### src/rtl/dpsk_deframe.sv
// Frame extractor: hunts a serial DPSK bit stream for a sync word, then reads length and payload
// into a first-word-fall-through FIFO. Optional trailing checksum under DEFRAME_CHECKSUM_EN.
`ifndef UART_DATA_WIDTH
`define UART_DATA_WIDTH 8
`endif

module dpsk_deframe #(
  parameter int unsigned            SYNC_WIDTH = 16,
  parameter logic [SYNC_WIDTH-1:0]  SYNC_WORD  = 16'hEB90,
  parameter int unsigned            DATA_WIDTH = `UART_DATA_WIDTH,
  parameter int unsigned            FIFO_DEPTH = 16
) (
  input  logic                  sys_clk,
  input  logic                  rst_n,
  input  logic                  demod_bit,
  input  logic                  demod_bit_vld,
  output logic [DATA_WIDTH-1:0] deframe_uart_data,
  output logic                  deframe_uart_data_vld,
  input  logic                  uart_deframe_ready,
  output logic                  sync_lock,
  output logic                  frame_err
);

  localparam int unsigned BCW = (DATA_WIDTH > 1) ? $clog2(DATA_WIDTH) : 1;
  localparam int unsigned AW  = $clog2(FIFO_DEPTH);
  localparam int unsigned CW  = AW + 1;

  localparam logic [BCW-1:0] BitLast = BCW'(DATA_WIDTH - 1);
  localparam logic [CW-1:0]  CntFull = CW'(FIFO_DEPTH);

  localparam logic [1:0] StHunt    = 2'd0;
  localparam logic [1:0] StLen     = 2'd1;
  localparam logic [1:0] StPayload = 2'd2;
`ifdef DEFRAME_CHECKSUM_EN
  localparam logic [1:0] StCsum    = 2'd3;
`endif

  // ---------------------------------------------------------------------------------------------
  // Bit framing and state machine
  // ---------------------------------------------------------------------------------------------
  logic [1:0]            state_q, state_d;
  logic [SYNC_WIDTH-1:0] shift_q, shift_d, shift_nxt;
  logic [DATA_WIDTH-1:0] byte_q, byte_d, byte_nxt;
  logic [BCW-1:0]        bit_cnt_q, bit_cnt_d;
  logic [DATA_WIDTH-1:0] len_q, len_d;
`ifdef DEFRAME_CHECKSUM_EN
  logic [DATA_WIDTH-1:0] sum_q, sum_d;
`endif
  logic                  byte_done;
  logic                  push;
  logic                  err_len;
  logic                  err_csum;
  logic                  overflow;
  logic                  frame_err_q;

  assign shift_nxt = {shift_q[SYNC_WIDTH-2:0], demod_bit};
  assign byte_nxt  = {byte_q[DATA_WIDTH-2:0], demod_bit};
  assign byte_done = demod_bit_vld && (bit_cnt_q == BitLast);

  always_comb begin
    state_d   = state_q;
    shift_d   = shift_q;
    byte_d    = byte_q;
    bit_cnt_d = bit_cnt_q;
    len_d     = len_q;
`ifdef DEFRAME_CHECKSUM_EN
    sum_d     = sum_q;
`endif
    push      = 1'b0;
    err_len   = 1'b0;
    err_csum  = 1'b0;

    if (demod_bit_vld) begin
      shift_d   = shift_nxt;
      byte_d    = byte_nxt;
      bit_cnt_d = byte_done ? '0 : bit_cnt_q + 1'b1;
    end

    case (state_q)
      StHunt: begin
        bit_cnt_d = '0;
        if (demod_bit_vld && (shift_nxt == SYNC_WORD)) begin
          state_d = StLen;
        end
      end
      StLen: begin
        if (byte_done) begin
          if (byte_nxt == '0) begin
            err_len = 1'b1;
            state_d = StHunt;
          end else begin
            len_d   = byte_nxt;
            state_d = StPayload;
          end
        end
      end
      StPayload: begin
        if (byte_done) begin
          push  = 1'b1;
          len_d = len_q - 1'b1;
`ifdef DEFRAME_CHECKSUM_EN
          sum_d = sum_q + byte_nxt;
          if (len_q == DATA_WIDTH'(1)) state_d = StCsum;
`else
          if (len_q == DATA_WIDTH'(1)) state_d = StHunt;
`endif
        end
      end
`ifdef DEFRAME_CHECKSUM_EN
      StCsum: begin
        if (byte_done) begin
          err_csum = (byte_nxt != sum_q);
          state_d  = StHunt;
        end
      end
`endif
      default: state_d = StHunt;
    endcase

    // Fresh bit alignment for each field; stale sync bits must not re-trigger after a frame.
    if (state_d != state_q) begin
      bit_cnt_d = '0;
      if (state_d == StHunt) begin
        shift_d = '0;
`ifdef DEFRAME_CHECKSUM_EN
        sum_d   = '0;
`endif
      end
    end
  end

  always_ff @(posedge sys_clk or negedge rst_n) begin
    if (!rst_n) begin
      state_q     <= StHunt;
      shift_q     <= '0;
      byte_q      <= '0;
      bit_cnt_q   <= '0;
      len_q       <= '0;
`ifdef DEFRAME_CHECKSUM_EN
      sum_q       <= '0;
`endif
      frame_err_q <= 1'b0;
    end else begin
      state_q     <= state_d;
      shift_q     <= shift_d;
      byte_q      <= byte_d;
      bit_cnt_q   <= bit_cnt_d;
      len_q       <= len_d;
`ifdef DEFRAME_CHECKSUM_EN
      sum_q       <= sum_d;
`endif
      frame_err_q <= err_len | err_csum | overflow;
    end
  end

  assign sync_lock = (state_q != StHunt);
  assign frame_err = frame_err_q;

  // ---------------------------------------------------------------------------------------------
  // Payload FIFO (first-word-fall-through)
  // ---------------------------------------------------------------------------------------------
  logic [DATA_WIDTH-1:0] mem [FIFO_DEPTH];
  logic [AW-1:0]         wptr_q, rptr_q;
  logic [CW-1:0]         cnt_q, cnt_d;
  logic                  fifo_vld;
  logic                  pop;
  logic                  full;
  logic                  wr_en;

  assign fifo_vld = (cnt_q != '0);
  assign pop      = fifo_vld && uart_deframe_ready;
  assign full     = (cnt_q == CntFull);
  // A full FIFO still accepts a byte when the head pops on the same edge.
  assign wr_en    = push && (!full || pop);
  assign overflow = push && full && !pop;

  always_comb begin
    cnt_d = cnt_q;
    case ({wr_en, pop})
      2'b10:   cnt_d = cnt_q + 1'b1;
      2'b01:   cnt_d = cnt_q - 1'b1;
      default: cnt_d = cnt_q;
    endcase
  end

  always_ff @(posedge sys_clk) begin
    if (wr_en) begin
      mem[wptr_q] <= byte_nxt;
    end
  end

  always_ff @(posedge sys_clk or negedge rst_n) begin
    if (!rst_n) begin
      wptr_q <= '0;
      rptr_q <= '0;
      cnt_q  <= '0;
    end else begin
      if (wr_en) wptr_q <= wptr_q + 1'b1;
      if (pop)   rptr_q <= rptr_q + 1'b1;
      cnt_q <= cnt_d;
    end
  end

  assign deframe_uart_data_vld = fifo_vld;
  assign deframe_uart_data     = fifo_vld ? mem[rptr_q] : '0;

endmodule
### config.mk
export PLATFORM = sky130hd
export DESIGN_NAME = dpsk_deframe
export DESIGN_NICKNAME = d
export VERILOG_FILES = /design/src/rtl/dpsk_deframe.sv
export SDC_FILE = /design/constraint.sdc
export NUM_CORES = 1
export LEC_CHECK = 0
export ABC_AREA = 1
export CAP_MARGIN = 20
export CORE_ASPECT_RATIO = 2
export CORE_MARGIN = 2
export CORE_UTILIZATION = 55
export CTS_CLUSTER_SIZE = 14
export DETAILED_ROUTE_END_ITERATION = 8
export HOLD_SLACK_MARGIN = 0.12
export PLACE_DENSITY = 0.76
export SLEW_MARGIN = 20
export SYNTH_ARGS = -nofsm -noshare
export SYNTH_HDL_FRONTEND = slang
export SYNTH_SLANG_ARGS = --single-unit
### constraint.sdc
create_clock -name sys_clk -period 2.2 [get_ports sys_clk]
set_input_delay 0.44 -clock sys_clk [delete_from_list [all_inputs] [get_ports sys_clk]]
set_output_delay 0.44 -clock sys_clk [all_outputs]
set_load 0.05 [all_outputs]
---- Word-level counts from Yosys, hierarchy flattened ----
Memory sizes are Yosys's and may differ from the RTL's.
Index checks and enable logic that the tools add are counted.
operators by class
  equal/unequal tests ..................... 12
  muxes and demuxes ....................... 26
  reduce and logical (&&, ||, !) cells .... 18
  add/subtract/negate cells ............... 6
  bitwise logic cells ..................... 1
operators by type and width
  kind                  count
  $mux 16               3
  $mux 8                4
  $eq 16x16->1 const B  1
  $pmux 8 s2            1
  $mux 3                4
  $mux 2                5
  $pmux 5 s2            1
  $add 4x1->4 const B   2
  $eq 8x1->1 const B    1
  $logic_not 8->1       1
  $sub 8x1->8 const B   1
  $mux 1                7
  $logic_and 1x1->1     6
  $ne 2x2->1 const B    3
  $pmux 2 s3            1
  $reduce_bool 2->1     3
  $add 5x1->5 const B   1
  $eq 5x5->1 const B    1
  $reduce_bool 5->1     1
  $sub 5x1->5 const B   1
  $eq 2x1->1 const B    2
  $eq 2x2->1 const B    2
  $logic_not 2->1       2
  $reduce_and 4->1      1
  other kinds (7)       8
storage, ports and cells
  word-level logic and storage cells ...... 73
  output and inout bits ................... 11
  input port bits ......................... 5
  memories ................................ 1
  bits in registers ....................... 50
  bits in writable memories ............... 128
memories
  name  depth  width  read ports  clocked after Yosys merged registers in  write ports  line  RTL
  mem   16     8      1           0                                        1            162   logic [DATA_WIDTH-1:0] mem [FIFO_DEPTH];

---- Longest topological paths before layout ----
Gate-level depths: netlist (run 1).
  depth after elaboration ................. 7
  gate-level depth with buffers ........... 15
  mapped depth without buffers ............ 15

---- Least setup slack after synthesis (run 1) ----
Ideal clock, no wire load.
  path type ............................... flip-flop to flip-flop
  start ................................... register cnt_q[1]
  end ..................................... register cnt_q[4]
  setup slack ............................. -0.524 ns
  data arrival time ....................... 2.608 ns
  setup time .............................. 0.116 ns
  stages on the path, launching flop included .. 15
  required time ........................... 2.084 ns
  clock period less this slack ............ 2.724 ns
  path buffers ............................ 0
  path through ............................ dfrtp_1 > nor2_1 > nand4_1 > nand2_1 > inv_1 > nand2_1 > inv_1 > ha_1 > a21o_1 > a31oi_1 > inv_1 > nand2_1 > nand2_1 > nand2_1 > nand2_1
on the way
  word-level cells in the longest chain between the ends .. 6
  elaborated cells between the ends (all ways) .. 12
  classes of those cells .................. 2 x add/sub; 3 x eq/ne; 1 x mux; 6 x reduce/logical
RTL lines
  element                                          line  RTL
  start, declared                                  164   logic [CW-1:0] cnt_q, cnt_d;
  start signal, assigned                           200   cnt_q <= cnt_d;
  $reduce_bool 5->1 (*)                            170   assign fifo_vld = (cnt_q != '0);
  named net deframe_uart_data_vld                  18    output logic deframe_uart_data_vld,
  $logic_and 1x1->1 (*)                            171   assign pop = fifo_vld && uart_deframe_ready;
  $logic_or 1x1->1                                 174   assign wr_en = push && (!full || pop);
  $logic_and 1x1->1                                174
  $eq 2x1->1 or $eq 2x2->1 (tied branches)         179   case ({wr_en, pop})
  $pmux 5 s2 or $reduce_bool 2->1 (tied branches)  -
Mark *: on every way through the listed nets, which the timed path passes. The rest lies on a longest branch.
A chain may end at the register's enable or synchronous reset.

---- Worst setup path in the final report (run 1) ----
  start ................................... register rptr_q[0]
  end ..................................... output port deframe_uart_data[1]
on the way
  word-level cells in the longest chain between the ends .. 2
RTL lines
  element                 line  RTL
  start, declared         163   logic [AW-1:0] wptr_q, rptr_q;
  start signal, assigned  199   if (pop) rptr_q <= rptr_q + 1'b1;
  $mem_v2 16x8            -
  $mux 8                  205   assign deframe_uart_data = fifo_vld ? mem[rptr_q] : '0;
  end, declared           17    output logic [DATA_WIDTH-1:0] deframe_uart_data,
No other way between the ends.

==> results of run 1 <==
==> repair_timing <==
item / CTS / global route
endpoints found under the setup margin: 10 / 128
pin swaps: 8 / 21
setup buffers: 3 / 7
gates resized for setup: 33 / 36
endpoints found under the hold margin: 22 / 0
hold buffers: 1 / 0
cloned: 1 / 4
==> state kept, by name, indices dropped and copies added (netlist names) <==
signal	cells
bit_cnt_q	3
byte_q	7
cnt_q	5
frame_err	1
len_q	8
mem	128
rptr_q	4
shift_q	15
state_q	2
wptr_q	4
==> cell usage in the layout, fill, tap and decap left out, types with 3 or more instances in the layout <==
master / synthesis / layout
inv_6: 0 / 7
mux2i_1: 11 / 11
o221ai_2: 0 / 6
a21oi_1: 38 / 23
nor2_2: 5 / 5
o31ai_2: 0 / 3
buf_6: 2 / 3
o22ai_1: 3 / 3
nand4_1: 4 / 4
nand2_1: 116 / 97
buf_12: 0 / 15
xor2_1: 11 / 11
o21ai_1: 0 / 4
clkbuf_16: 0 / 21
edfxtp_1: 128 / 128
nand3_1: 36 / 28
o21ai_0: 62 / 57
buf_4: 1 / 63
o31ai_1: 9 / 6
o211ai_1: 9 / 9
nand3_2: 0 / 8
inv_2: 4 / 6
dfrtp_1: 49 / 47
clkdlybuf4s50_1: 0 / 4
ha_1: 12 / 9
a21oi_2: 10 / 23
nor3_1: 5 / 5
inv_1: 39 / 35
nor2_1: 96 / 95
nand2_2: 7 / 24
==> where the power goes <==
group | total [W] | switching [W] | internal (W)
logic | 0.00552 | 0.00320 | 0.00232
registers | 0.00404 | 0.000213 | 0.00382
clock network | 0.00290 | 0.00132 | 0.00158
total | 0.0125 | 0.00473 | 0.00772
==> kinds of logic after synthesis <==
| group | synth area share, % |
|---|---|
| xor+xnor | 1.24 |
| compound gates | 11.1 |
| flops | 65.1 |
| buf+inv | 4.16 |
| mux | 1.41 |
| fa+ha+maj | 2.19 |
| simple gates | 14.7 |
==> layout make-up <==
cell class              count  area, um2  area share, %
repair buffers             94       1010           10.4
well taps                 189        236           2.44
clock inverters            13        126           1.30
inverters                  44        170           1.75
clock buffers              18        429           4.42
flip-flops and latches    177       5070           52.3
multi-input cells         453       2660           27.4
==> layer usage <==
layer	vias to the layer above	GRT usage, %	wire length, um
li1	2610	-	-
met1	2861	28.4	6870
met3	75	4.20	941
met4	0	14.4	1080
met2	257	50.9	11500
met5	-	0	0
==> metrics by stage <==
step / setup slack (ns) / area, um2 / hold WS, ns / cells / power (W)
2_1_floorplan: -0.304 / 7840 / 0.144 / 707 / 0.00661
3_3_place_gp: -0.0937 / 8690 / 0.454 / 941 / 0.00856
3_5_place_dp: -0.156 / 8690 / 0.459 / 941 / 0.00866
4_1_cts: -0.344 / 9420 / 0.503 / 977 / 0.0119
5_1_grt: -0.464 / 9710 / 0.563 / 988 / 0.0129
6_report: -0.418 / 9710 / 0.528 / 988 / 0.0125
==> worst min path at each step <==
stage	start	endpoint	cells past startpoint
floorplan	rst_n	bit_cnt_q[0]	0
global placement	rst_n	cnt_q[2]	1
detailed placement	rst_n	cnt_q[0]	1
CTS	cnt_q[4]	cnt_q[4]	2
global route	cnt_q[4]	cnt_q[4]	2
finish	rst_n	cnt_q[0]	2
==> critical path, delay by kind of cell, from the launching register on <==
kind	cells	cell delay [ns]
compound gates	3	0.53
buf+inv	4	0.53
flops	1	0.47
simple gates	3	0.21
==> impl_results.md, run 1 <==
* Initial DRT Pass Iterations at 5
* Cell accounting for the most synthesized area: edfxtp_1
* Top-area cell type share of the netlist area at 49.4%
* DR iter-0 viols at 552
* Final setup viols at 8
* CP most frequent cell: buf_12
* Reg2reg path depth at 14
* Worst skew pair latency at 0.43 ns
* Root buffer cell: clkbuf_16
* Rel. slew slack at 62.1%
* Port Buf Inserts at 15
* Hold Crit Class: primary input to asynchronous set/reset pin
* TritonCTS buffer count at 17
* CP Launch Type: flip-flop
* DRC violations left at 0
* Post-DP HPWL at 12700 um
* Clk slew on worst S/H paths at 0.07 ns
* Die W at 88.1 um
* Outcome: finished, violations left
* Die area at 15200 um2
* RSZ-0062 raised after global routing: true
* Commonest cells post-synth: edfxtp_1, nand2_1, nor2_1, o21ai_0, dfrtp_1
* Crit path kind: flip-flop to output port
* Final Net Count at approximately 810
* Reg2reg end: cnt_q[4]
* Die H at 172 um
* Average size of a mapped cell at 11.0 um2
* Failing checks: negative setup slack
* Fin util at roughly 70%
* Routability cong. at 0.876
* Core Area at 13900 um2
* Top cells by area, synth: edfxtp_1, dfrtp_1, nand2_1
* CTS tree: yes
* Initial core utilization at 56.0%
* Final period util at 119%
* Flops & latches, synth at roughly 180
* Post-Syn Nets at a little over 700
* Final Hold Vio Count at 0
* Top-count cell post-synth: edfxtp_1
* Post-synth EDFFs at roughly 130
* Crit path capture type: output port
* Diodes inserted at 0
* Crit path DAT at approximately 2.2 ns
* Skew final at 0.0102 ns
* Setup slack, reg-to-reg at 0.07 ns
* Slew Viols, Final at 0
* Worst r2r src: bit_cnt_q[1]
* H-tree depth at 4
* Area Overhead vs Synth at 24.7%
* Post-Syn Area at 7780 um2
* Max incr delay on CP at 0.47 ns
* Slowest CP cell: dfrtp_2
* Fraction of layout cells with a size suffix above 1 at 26.7%
* Initial antenna violation count at 0
* CP Capture Point: deframe_uart_data[1]
* Fillcell total at 945
* VDD IR max at 644 uV
* Ys Warns at 0
* DRT Wirelength at 20400 um
* Worst slew pin tran at 0.568 ns
* CP Data Required Time at around 1.8 ns
* Largest net degree at the start of global routing at 43
* WL/cell at roughly 21 um
* Num Clock Sinks at 177
* Fmax at 382 MHz
* Share of the yosys chip area belonging to registers at roughly two thirds
* Top FF cell, synth: edfxtp_1
* First-pass GRT wire length at ~30000 um
* Setup ws final at -0.418 ns
* Antenna Violating Nets Remaining at 0
* GRT Util Overall at 27.2%
* I/O pin cnt at 16
* Asr flop ratio synth at 27.7%
* Cell Pwr Density at 1280 nW/um2
* Crit. Startpoint: rptr_q[0]
* Critical Path, Cell by Cell: inv_4, buf_12, buf_12, nand2_2, nand3_2, nand2_2, a21oi_2, o31ai_2, a21oi_4, buf_12
* Vias at approximately 5.8k
* Drt via density at 5.87
* Congestion Overflow GR at 0
* Synth unique cells at 38
* Min Tclk post-route at around 2.6 ns
* # rows at about 60
* Peak fanout along the critical path at 10
* Max Cap Viol at 0
* Clock Tree Buf Depth at 2
* Setup tns final at -2.96 ns
* Static Leak at 3.81 nW
* Vias in the first global route at 5738
* Syn Inst Count at 707
Note: power is estimated with default switching activity, not from simulation.
==> inputs of run 2 (changes only) <==
Settings changed: CORE_ASPECT_RATIO 2 to unset, CORE_UTILIZATION 55 to 56, PLACE_DENSITY 0.76 to 0.77.
==> impl_results.md, run 2 (synthesis results as in run 1) <==
* DRC violations left at 0 (unchanged)
* DR iter-0 viols at 786 (was 552)
* # rows at 43 (was 61)
* Final period util at 121% (was 119%)
* Initial antenna violation count at 0 (unchanged)
* Largest net degree at the start of global routing at 35 (was 43)
* GRT Util Overall at 26.2% (was 27.2%)
* Crit path kind: flip-flop to output port (unchanged)
* CP Launch Type: flip-flop (unchanged)
* Number of flip-flops under the largest register name at 128 (unchanged)
* Die area at 14900 um2 (was 15200 um2)
* Die H at 122 um (was 172 um)
* Initial core utilization at 56.7% (was 56.0%)
* Fmax at 377 MHz (was 382 MHz)
* Drt via density at 5.74 (was 5.87)
* Antenna Violating Nets Remaining at 0 (unchanged)
* Hold Crit Class: flip-flop to flip-flop (was primary input to asynchronous set/reset pin)
* Met3 WL post-DR at 1250 um (was 941 um)
* Final setup viols at 8 (unchanged)
* I/O pin cnt at 16 (unchanged)
* Peak fanout along the critical path at 11 (was 10)
* Rel. slew slack at 62.4% (was 62.1%)
* Finished Cell Area at 9580 um2 (was 9710 um2)
* Failing checks: negative setup slack (unchanged)
* WL/cell at 19.1 um (was 20.7 um)
* Crit path DAT at 2.21 ns (was 2.18 ns)
* Top layer in use: met4 (unchanged)
* Static Leak at 3.76 nW (was 3.81 nW)
* Most frequent cells in the layout: edfxtp_1, nand2_1, nor2_1, buf_4, o21ai_0 (unchanged)
* Commonest non-fill, non-tap cell in the layout: edfxtp_1 (unchanged)
* Core Area at 13700 um2 (was 13900 um2)
* Initial DRT Pass Iterations at 5 (unchanged)
* Largest Register: mem (unchanged)
* Routability cong. at 0.824 (was 0.876)
* Die W at 122 um (was 88.1 um)
* CTS tree: yes (unchanged)
* Num Clock Sinks at 177 (unchanged)
* CP Data Required Time at 1.76 ns (about the same)
* Vias at 5583 (was 5803)
* Met2 Routed Length at 9280 um (was 11500 um)
* Final Net Count at 798 (was 805)
* Crit path capture type: output port (unchanged)
* RSZ-0062 raised after global routing: true (unchanged)
* M1 WL at 7490 um (was 6870 um)
* Clk slew on worst S/H paths at 0.06 ns (was 0.07 ns)
* Skew final at 0.00844 ns (was 0.0102 ns)
* Worst Hold Depth at 2
* First-pass GRT wire length at 28700 um (was 30100 um)
* VDD IR max at 577 uV (was 644 uV)
* Area Overhead vs Synth at 23.0% (was 24.7%)
* Setup ws final at -0.454 ns (was -0.418 ns)
* H-tree depth at 4 (unchanged)
* Worst slew pin tran at 0.564 ns (was 0.568 ns)
* Design Power at 0.0121 W (was 0.0125 W)
* Final Hold Vio Count at 0 (unchanged)
* Area after DPL at 8560 um2 (was 8690 um2)
* Cell Pwr Density at 1260 nW/um2 (was 1280 nW/um2)
* Root buffer cell: clkbuf_16 (unchanged)
* Biggest regs: mem (128), shift_q (15), len_q (8) (unchanged)
* Reg2reg path depth at 14 (unchanged)
* Congestion Overflow GR at 0 (unchanged)
* Max Cap Viol at 0 (unchanged)
* Post-DP HPWL at 11000 um (was 12700 um)
* Port Buf Inserts at 15 (unchanged)
* TritonCTS buffer count at 17 (unchanged)
* Vias in the first global route at 5542 (was 5738)
* Clock Tree Buf Depth at 2 (unchanged)
* Slew Viols, Final at 0 (unchanged)
* Worst skew pair latency at 0.44 ns (was 0.43 ns)
* Diodes inserted at 0 (unchanged)
* Outcome: finished, violations left (unchanged)
* DRT Wirelength at 18600 um (was 20400 um)
* Fraction of layout cells with a size suffix above 1 at 24.2% (was 26.7%)
* Min Tclk post-route at 2.65 ns (was 2.62 ns)
## run 2: worst max-delay path: stages (launching register included)
cell        delay [ns]
dfrtp_2           0.43
clkinvlp_4        0.10
buf_12            0.11
buf_4             0.20
o21ai_1           0.10
o221ai_1          0.27
nand3_2           0.16
a21oi_2           0.25
buf_12            0.17
## run 2: metal layers
layer | up-vias | global-route usage [%]
met1 | 2709 | 34.0
met4 | 0 | 10.4
met5 | - | 0
li1 | 2606 | -
met3 | 47 | 5.57
met2 | 221 | 43.2
## run 2: path summary, 6_finish.rpt
kind | start | slack [ns] | endpoint
hold reg to reg | cnt_q[4] | 0.48 | cnt_q[4]
setup / recovery | rptr_q[0] | -0.45 | deframe_uart_data[5]
min in group asynchronous | rst_n | 0.53 | shift_q[9]
setup reg to reg | bit_cnt_q[0] | 0.14 | cnt_q[4]
max in group asynchronous | rst_n | 1.10 | rptr_q[0]
hold / removal | cnt_q[4] | 0.48 | cnt_q[4]
## run 2: timing repair
item                                    CTS  global route
endpoints found under the setup margin    9            25
endpoints found under the hold margin    22             0
buffers inserted                         10             2
hold buffers                              1             0
pin swaps                                13            20
gates cloned                              4             1
resized for setup                        32            32
## run 2: layout make-up
| class | count | area, um2 |
|---|---|---|
| timing repair buffer | 87 | 911 |
| tap | 180 | 225 |
| clock inverter | 12 | 131 |
| fill | 906 | 4140 |
| clock buffer | 20 | 447 |
| inverter | 44 | 171 |
| sequential | 177 | 5070 |
| multi-input combinational | 453 | 2620 |
## run 2: where the power goes
group / internal (W) / leakage (nW) / switching, W
clock: 0.00171 / 0.275 / 0.00126
combinational: 0.00206 / 1.76 / 0.00308
sequential: 0.00382 / 1.72 / 0.000138
total: 0.00759 / 3.76 / 0.00448
## run 2: through the flow
step | hold slack [ns] | TNS [ns] | std cells | utilization (%) | worst slack [ns]
6_report | 0.479 | -3.32 | 973 | 69.8 | -0.454
2_1_floorplan | 0.144 | -0.736 | 707 | - | -0.304
5_1_grt | 0.506 | -3.89 | 973 | 69.8 | -0.515
3_5_place_dp | 0.456 | -3.21 | 925 | 62.4 | -0.199
4_1_cts | 0.488 | -2.74 | 972 | 68.8 | -0.360
3_3_place_gp | 0.450 | -1.25 | 925 | 62.4 | -0.0832
